[src/rtl/panxi_icache.sv]
// Direct-mapped, read-only instruction cache. Misses refill a whole line, one word
// at a time, over a single-outstanding valid/ready memory bus; rw=1 invalidates all lines.
module panxi_icache #(
  parameter int PANXI_DW   = 32,
  parameter int AW         = 12,
  parameter int LINE_WORDS = 4,
  parameter int SETS       = 16
) (
  input  logic                clk,
  input  logic                rst_n,
  input  logic [AW-1:0]       icache_req_addr,
  input  logic                icache_req_vld,
  input  logic                icache_req_rw,
  output logic                icache_rdy,
  output logic                icache_hit,
  output logic [PANXI_DW-1:0] icache_data_rd,
  output logic                mem_req_vld,
  output logic [AW-1:0]       mem_req_addr,
  input  logic                mem_req_rdy,
  input  logic                mem_rsp_vld,
  input  logic [PANXI_DW-1:0] mem_rsp_data
);

  localparam int OW = $clog2(LINE_WORDS);
  localparam int IW = $clog2(SETS);
  localparam int TW = AW - 2 - OW - IW;

  localparam logic [2:0] IDLE        = 3'd0;
  localparam logic [2:0] LOOKUP      = 3'd1;
  localparam logic [2:0] REFILL_REQ  = 3'd2;
  localparam logic [2:0] REFILL_WAIT = 3'd3;
  localparam logic [2:0] RESP        = 3'd4;

  logic [2:0]          state;
  logic [AW-3:0]       word_addr;
  logic                rw_q;
  logic [SETS-1:0]     valid;
  logic [OW-1:0]       cnt;
  logic [OW-1:0]       next_cnt;
  logic [PANXI_DW-1:0] fill_word;
  logic [TW-1:0]       tag_arr  [SETS];
  logic [PANXI_DW-1:0] data_arr [SETS][LINE_WORDS];

  logic [OW-1:0] offset;
  logic [IW-1:0] index;
  logic [TW-1:0] tag;
  logic          lookup_hit;
  logic          unused_addr_lsbs;

  // Byte-offset bits never matter for a word fetch.
  assign unused_addr_lsbs = ^icache_req_addr[1:0];

  assign offset     = word_addr[OW-1:0];
  assign index      = word_addr[OW+IW-1:OW];
  assign tag        = word_addr[AW-3:OW+IW];
  assign lookup_hit = valid[index] && (tag_arr[index] == tag);
  assign next_cnt   = cnt + OW'(1);

  always_ff @(posedge clk or negedge rst_n) begin
    if (!rst_n) begin
      state          <= IDLE;
      word_addr      <= '0;
      rw_q           <= 1'b0;
      valid          <= '0;
      cnt            <= '0;
      fill_word      <= '0;
      icache_rdy     <= 1'b0;
      icache_hit     <= 1'b0;
      icache_data_rd <= '0;
      mem_req_vld    <= 1'b0;
      mem_req_addr   <= '0;
    end else begin
      icache_rdy <= 1'b0;
      case (state)
        IDLE: begin
          if (icache_req_vld) begin
            word_addr <= icache_req_addr[AW-1:2];
            rw_q      <= icache_req_rw;
            state     <= LOOKUP;
          end
        end
        LOOKUP: begin
          if (rw_q) begin
            valid      <= '0;
            icache_rdy <= 1'b1;
            icache_hit <= 1'b0;
            state      <= IDLE;
          end else if (lookup_hit) begin
            icache_rdy     <= 1'b1;
            icache_hit     <= 1'b1;
            icache_data_rd <= data_arr[index][offset];
            state          <= IDLE;
          end else begin
            // The line stays invalid until its last word lands, so an abort never exposes a partial line.
            valid[index] <= 1'b0;
            cnt          <= '0;
            mem_req_vld  <= 1'b1;
            mem_req_addr <= {word_addr[AW-3:OW], {OW{1'b0}}, 2'b00};
            state        <= REFILL_REQ;
          end
        end
        REFILL_REQ: begin
          if (mem_req_rdy) begin
            mem_req_vld <= 1'b0;
            state       <= REFILL_WAIT;
          end
        end
        REFILL_WAIT: begin
          if (mem_rsp_vld) begin
            if (cnt == offset) begin
              fill_word <= mem_rsp_data;
            end
            if (cnt == OW'(LINE_WORDS - 1)) begin
              valid[index] <= 1'b1;
              state        <= RESP;
            end else begin
              cnt          <= next_cnt;
              mem_req_vld  <= 1'b1;
              mem_req_addr <= {word_addr[AW-3:OW], next_cnt, 2'b00};
              state        <= REFILL_REQ;
            end
          end
        end
        RESP: begin
          icache_rdy     <= 1'b1;
          icache_hit     <= 1'b0;
          icache_data_rd <= fill_word;
          state          <= IDLE;
        end
        default: state <= IDLE;
      endcase
    end
  end

  // Array contents need no reset; the valid bits alone decide what is usable.
  always_ff @(posedge clk) begin
    if (state == LOOKUP && !rw_q && !lookup_hit) begin
      tag_arr[index] <= tag;
    end
    if (state == REFILL_WAIT && mem_rsp_vld) begin
      data_arr[index][cnt] <= mem_rsp_data;
    end
  end

endmodule

[config.mk]
export PLATFORM = sky130hd
export DESIGN_NAME = panxi_icache
export DESIGN_NICKNAME = d
export VERILOG_FILES = /design/src/rtl/panxi_icache.sv
export SDC_FILE = /design/constraint.sdc
export NUM_CORES = 2
export LEC_CHECK = 0
export ABC_AREA = 1
export CELL_PAD_IN_SITES_DETAIL_PLACEMENT = 0
export CELL_PAD_IN_SITES_GLOBAL_PLACEMENT = 1
export CORE_MARGIN = 10
export CORE_UTILIZATION = 35
export CTS_CLUSTER_DIAMETER = 50
export DETAILED_ROUTE_END_ITERATION = 16
export HOLD_SLACK_MARGIN = 0.05
export PLACE_DENSITY_LB_ADDON = 0.08
export REMOVE_ABC_BUFFERS = 1
export SLEW_MARGIN = 0
export SYNTH_ARGS = -nofsm -noshare
export SYNTH_HDL_FRONTEND = slang
export SYNTH_SLANG_ARGS = --single-unit
[constraint.sdc]
create_clock -name clk -period 4.9 [get_ports clk]
set_clock_uncertainty 0.15 [all_clocks]
set_input_delay 1.47 -clock clk [delete_from_list [all_inputs] [get_ports clk]]
set_output_delay 1.47 -clock clk [all_outputs]
set_load 0.005 [all_outputs]
**Yosys cells after proc, flatten, opt, wreduce, memory -nomap -nowiden**

Memories as Yosys holds them, arrays and structs flattened.
Index checks and enable logic that the tools add are counted.

- Bits in registers: 111
- Latch bits: 0
- RAM bits: 2112
- ROM bits: 0
- Output and inout bits: 47
- Memories kept: 2

- Add/subtract/negate cells: 1
- Multipliers: 0
- Div/mod/pow operators: 0
- Order comparisons: 5
- Equality and inequality tests: 17
- Shifts and indexed selects: 0
- Multiplexer cells: 50
- Bitwise gates (word level): 5
- Reduce and logical (&&, ||, !) cells: 20

Memories:

| name | words | width | rd ports | clocked after Yosys merged registers in | wr ports | line | source |
|---|---|---|---|---|---|---|---|
| data_arr | 16 | 128 | 1 | 0 | 1 | 42 | `logic [PANXI_DW-1:0] data_arr [SETS][LINE_WORDS];` |
| tag_arr | 16 | 4 | 1 | 0 | 1 | 41 | `logic [TW-1:0] tag_arr [SETS];` |

Operators by type and width:

| kind | number |
|---|---|
| 32-bit 2-to-1 mux | 5 |
| 128-bit 2-to-1 mux | 1 |
| 32-bit binary-select mux with 2-bit select | 1 |
| 32-bit demux with 2-bit select | 1 |
| 16-bit 2-to-1 mux | 4 |
| 32-bit one-hot mux with 2 select lines | 1 |
| 12-bit 2-to-1 mux | 4 |
| 16-bit one-hot mux with 2 select lines | 1 |
| 12-bit one-hot mux with 2 select lines | 1 |
| 16-bit bitwise AND | 1 |
| 2-bit != test (second input constant) | 8 |
| 16-bit inverter | 1 |
| 16-bit OR | 1 |
| 1-bit 2-to-1 mux | 14 |
| 2-bit 2-to-1 mux | 6 |
| 3-bit 2-to-1 mux | 4 |
| 3-bit one-hot mux with 4 select lines | 1 |
| 3-bit AND reduction | 3 |
| 3-bit by 2-bit equality test with 1-bit output (second input constant) | 2 |
| 3-bit greater-or-equal comparator (second input constant) | 2 |
| 1-bit logical AND | 6 |
| 3-bit != test (second input constant) | 2 |
| 2-bit inverter with 3-bit output | 2 |
| 6-bit AND reduction | 1 |
| 21 further kinds | 25 |

**Depth between registers and ports, before layout**

- Depth in word-level cells: 9
- Depth in mapped cells: 18
- Mapped depth without buffers: 15

**Worst setup path before layout**

Ideal clock, no wire load.

- Path kind: in2reg
- Start: input port mem_rsp_vld
- End: memory data_arr[0][0] in the netlist's numbering, enable pin
- Library setup time: 0.421 ns
- Data arrival time: 3.495 ns
- Required time: 4.329 ns
- Path slack: 0.834 ns
- Stages: 5
- Buffers on the path: 1
- Cell sequence: inv_1 -> nor2_1 -> nand2_1 -> clkbuf_1 -> nor2_1

- Word-level cells in the longest chain between the ends: 3

Ends and longest elaborated chain:

| element | line | source |
|---|---|---|
| start, declared | 20 | `input logic mem_rsp_vld,` |
| 1-bit logical AND | 140 | `if (state == REFILL_WAIT && mem_rsp_vld) begin` |
| 1-bit 2-to-1 mux | 140 |  |
| 128-bit 2-to-1 mux (implied by the code) | 141 | `data_arr[index][cnt] <= mem_rsp_data;` |
| end, declared | 42 |  |

No other way between the ends.

**Final worst setup path**

- Start: register word_addr[2]
- End: register icache_data_rd[5]

- Word-level cells in the longest chain between the ends: 7
- Elaborated cells on any way between the ends: 14

Ends and longest elaborated chain:

| element | line | source |
|---|---|---|
| start, declared | 35 | `logic [AW-3:0] word_addr;` |
| start signal, assigned | 77 | `word_addr <= icache_req_addr[AW-1:2];` |
| memory read 16 x 128 bit | -- |  |
| 32-bit binary-select mux with 2-bit select | 91 | `icache_data_rd <= data_arr[index][offset];` |
| 32-bit 2-to-1 mux (implied by the code) (2 in series) | 91 |  |
| 32-bit 2-to-1 mux | 88 | `end else if (lookup_hit) begin` |
| 32-bit 2-to-1 mux | 83 | `if (rw_q) begin` |
| 32-bit one-hot mux with 2 select lines | 74 | `case (state)` |
| end signal, assigned | 91 |  |
| end signal, assigned | 127 | `icache_data_rd <= fill_word;` |
| end, declared | 16 | `output logic [PANXI_DW-1:0] icache_data_rd,` |

Parallel ways exist; a longest one is shown, timed or not. The select of a mux whose other input is x is not followed.
A chain may end at the register's enable or synchronous reset.

==> reports/qor.csv <==
metric,value,unit
Final Slew Violations,0,
CP Launch Type,flop,
Post-Syn Area,84800,sq um
Net Sw Frac,33.8,%
Final period util,78.9,%
Yosys top cell by area,edfxtp_1,
Nets,6159,
Vias/cell,5.39,
final setup vio count,0,
post-CTS setup buffer count,0,
grt ovf,0,
# clock sinks,2219,
switching power,0.0197,W
Internal,0.0386,W
First-pass DRT Iterations,5,
Least-Margin Pin Slew,1.22,ns
setup TNS,0,ns
Slew headroom,18.6,%
TritonCTS Buffers,294,
Synth Area per Inst,14.6,sq um
PwrDens,575,nW/um^2
IO Pins,97,
vias in the first global route,51600,
DP HPWL,148,mm
gpl congestion,0.743,
ranking of synthesized cells by area,"edfxtp_1 (75%), a22oi_1 (8.1%), nand2_1 (6.3%), dfrtp_1 (3.2%), nand3_1 (1.2%)",
DRC,0,
layout cells sized above 1,13.0,%
Critical Path AT,4.56,ns
clk root buf,clkbuf_16,
routed vias,51300,
Tot GR Track Use,20.7,%
H-Tree Depth,5,
status,"complete, no violations",
Hold Buf Count CTS,0,
first-pass GRT wire length,395,mm
Seq pwr share,37.5,%
Netlist cell types,36,
max_cap viols,0,
Starting Density,35.2,%
fmax,259,MHz
Syn. warnings,0,
RSZ-0062 raised after global routing,false,
Fin. Hold Viols,0,
Comb pwr share,27.1,%
critical path peak fanout,18,
"flops & latches, synth",2219,
core area,241000,sq um
Syn Inst Count,5820,
VDD IR-drop max,0.000531,V
die height,512,um
clk buf depth,4,
hold crit path type,flop to flop,
Setup CP Type,flop to flop,
pin count of the biggest net entering global routing,90,
post-CTS sizing,0,
standard-cell rows,180,
Worst setup EP type,flop,
top cell type's share of synthesized area,74.8,%
CTS tree,yes,
area delta synth->final,19.3,%
Routed Antenna Nets,0,
initial antenna violation count,18,
WL per Instance,29.3,um
min cycle time layout,3.86,ns
Worst-path clk slew,0.05,ns
Post-Route WL,279,mm
die area,262000,sq um
DIE WIDTH,512,um
Starting DRT DRC Count,4430,
Leak Pwr,34.5,nW
WP data required,5.60,ns
Worst R2R Setup Slack,1.04,ns
Clock power frac,35.4,%
WHS,0.337,ns
I/O Buffers,92,
register area share after synthesis,77.9,%
clk_lat worst skew,0.91,ns
filler instances,22000,
-- stage by stage --
step	instance area [sq um]	instances	util, %	total power, W	setup WS [ns]
after global placement	91900	8994	38.2	0.0383	0.741
after CTS	101000	9499	42.0	0.0590	0.991
after global routing	101000	9501	42.0	0.0609	0.723
after detailed placement	91900	8994	38.2	0.0382	0.751
after floorplan	83200	5466	-	0.0311	-9.06
final	101000	9512	42.0	0.0582	1.04
-- worst max-delay path, stage by stage, from the launching register on --
cell,delay [ns]
dfrtp_1,0.56
buf_4,0.30
nor2_4,0.47
buf_4,0.30
nand2_1,0.08
nand4_1,0.08
nand2_1,0.06
nand4_1,0.17
nand2_1,0.08
nor2_2,0.20
nand3_2,0.37
nand2_1,0.29
buf_4,0.31
nand3_1,0.23
nand2_1,0.10
-- layout make-up --
| cell class | count | area, sq um | area share, % |
|---|---|---|---|
| diodes | 13 | 32.5 | 0.0321 |
| clock buffers | 366 | 7860 | 7.77 |
| well taps | 3185 | 3990 | 3.94 |
| repair buffers | 343 | 4200 | 4.15 |
| flip-flops and latches | 2219 | 66100 | 65.3 |
| multi-input cells | 3132 | 17200 | 17.0 |
| inverters | 115 | 452 | 0.446 |
| clock inverters | 139 | 1380 | 1.37 |
-- kinds of logic after synthesis --
| family | Yosys count | share of synthesized area, % |
|---|---|---|
| buffers and inverters | 470 | 2.42 |
| multiplexers | 36 | 0.478 |
| AND/OR/NAND/NOR | 1908 | 9.14 |
| AO/OA/AOI/OAI | 1180 | 9.93 |
| other | 1 | 0.00442 |
| adder cells (fa/ha/maj) | 4 | 0.0590 |
| XOR/XNOR | 2 | 0.0207 |
| flip-flops | 2219 | 77.9 |
-- power by group through the flow --
stage	clock, W	combinational (W)	sequential (W)
5_1_grt	0.0218	0.0172	0.0219
2_1_floorplan	0	0.00896	0.0221
3_5_place_dp	0	0.0160	0.0222
3_3_place_gp	0	0.0161	0.0222
6_report	0.0206	0.0158	0.0218
4_1_cts	0.0211	0.0160	0.0218
-- Yosys cell counts --
cell type,count
conb_1,1
a22oi_1,914
mux2_2,31
dfrtp_1,107
nor2_4,1
ha_1,4
inv_1,107
clkbuf_1,121
nand2_2,2
nand2_1,1432
nor3_1,1
clkinv_1,3
o21ai_1,2
buf_4,13
a41oi_1,20
buf_2,188
edfxtp_1,2112
mux2_1,5
o211a_1,1
nand3_2,1
xnor2_1,2
o31ai_1,1
a21oi_1,148
nand3b_1,26
inv_2,5
nor2_1,152
buf_1,32
nand4_1,72
a21o_1,53
or2_2,9
nand3_1,207
nor2_2,5
o21bai_1,3
buf_6,1
o21ai_0,37
a211oi_1,1
-- registers in the layout, indices dropped and copies added, names as in the netlist, 3 cells and up --
| register | cells |
|---|---|
| state | 3 |
| data_arr | 2048 |
| valid | 16 |
| mem_req_addr | 9 |
| fill_word | 32 |
| tag_arr | 64 |
| word_addr | 10 |
| icache_data_rd | 32 |
-- layout by cell type, fill, tap and decap left out, types with 26 or more instances in the layout --
| cell | synthesis | routed |
|---|---|---|
| edfxtp_1 | 2112 | 2112 |
| nand2_1 | 1432 | 1430 |
| a22oi_1 | 914 | 914 |
| clkbuf_16 | 0 | 303 |
| nand3_1 | 207 | 206 |
| a21oi_1 | 148 | 148 |
| buf_4 | 13 | 127 |
| buf_12 | 0 | 124 |
| inv_1 | 107 | 105 |
| dfrtp_1 | 107 | 105 |
| nor2_1 | 152 | 86 |
| nand4_1 | 72 | 72 |
| nor2_4 | 1 | 69 |
| clkbuf_1 | 121 | 59 |
| clkdlybuf4s50_1 | 0 | 59 |
| a21o_1 | 53 | 53 |
| clkinv_1 | 3 | 38 |
| o21ai_0 | 37 | 37 |
| clkinv_2 | 0 | 37 |
| buf_2 | 188 | 32 |
| mux2_2 | 31 | 31 |
| nand3b_1 | 26 | 26 |
-- routing by layer --
| metal | wire length [um] | GRT usage [%] | vias to the layer above |
|---|---|---|---|
| li1 | - | - | 22700 |
| met1 | 126000 | 28.9 | 26900 |
| met2 | 135000 | 34.3 | 1271 |
| met3 | 12200 | 2.63 | 380 |
| met4 | 6290 | 4.92 | 0 |
| met5 | 0 | 0 | - |
-- path summary, 6_finish.rpt --
check | startpoint | end | depth (start not counted)
min in group asynchronous | rst_n | word_addr[9] | 1
worst min register to register | mem_req_addr[4] | mem_req_addr[4] | 2
max in group asynchronous | rst_n | fill_word[0] | 2
worst max-delay path | word_addr[2] | icache_data_rd[5] | 14
worst max register to register | word_addr[2] | icache_data_rd[5] | 14
worst min-delay path | mem_req_addr[4] | mem_req_addr[4] | 2
Power figures use the tool's default switching activity.
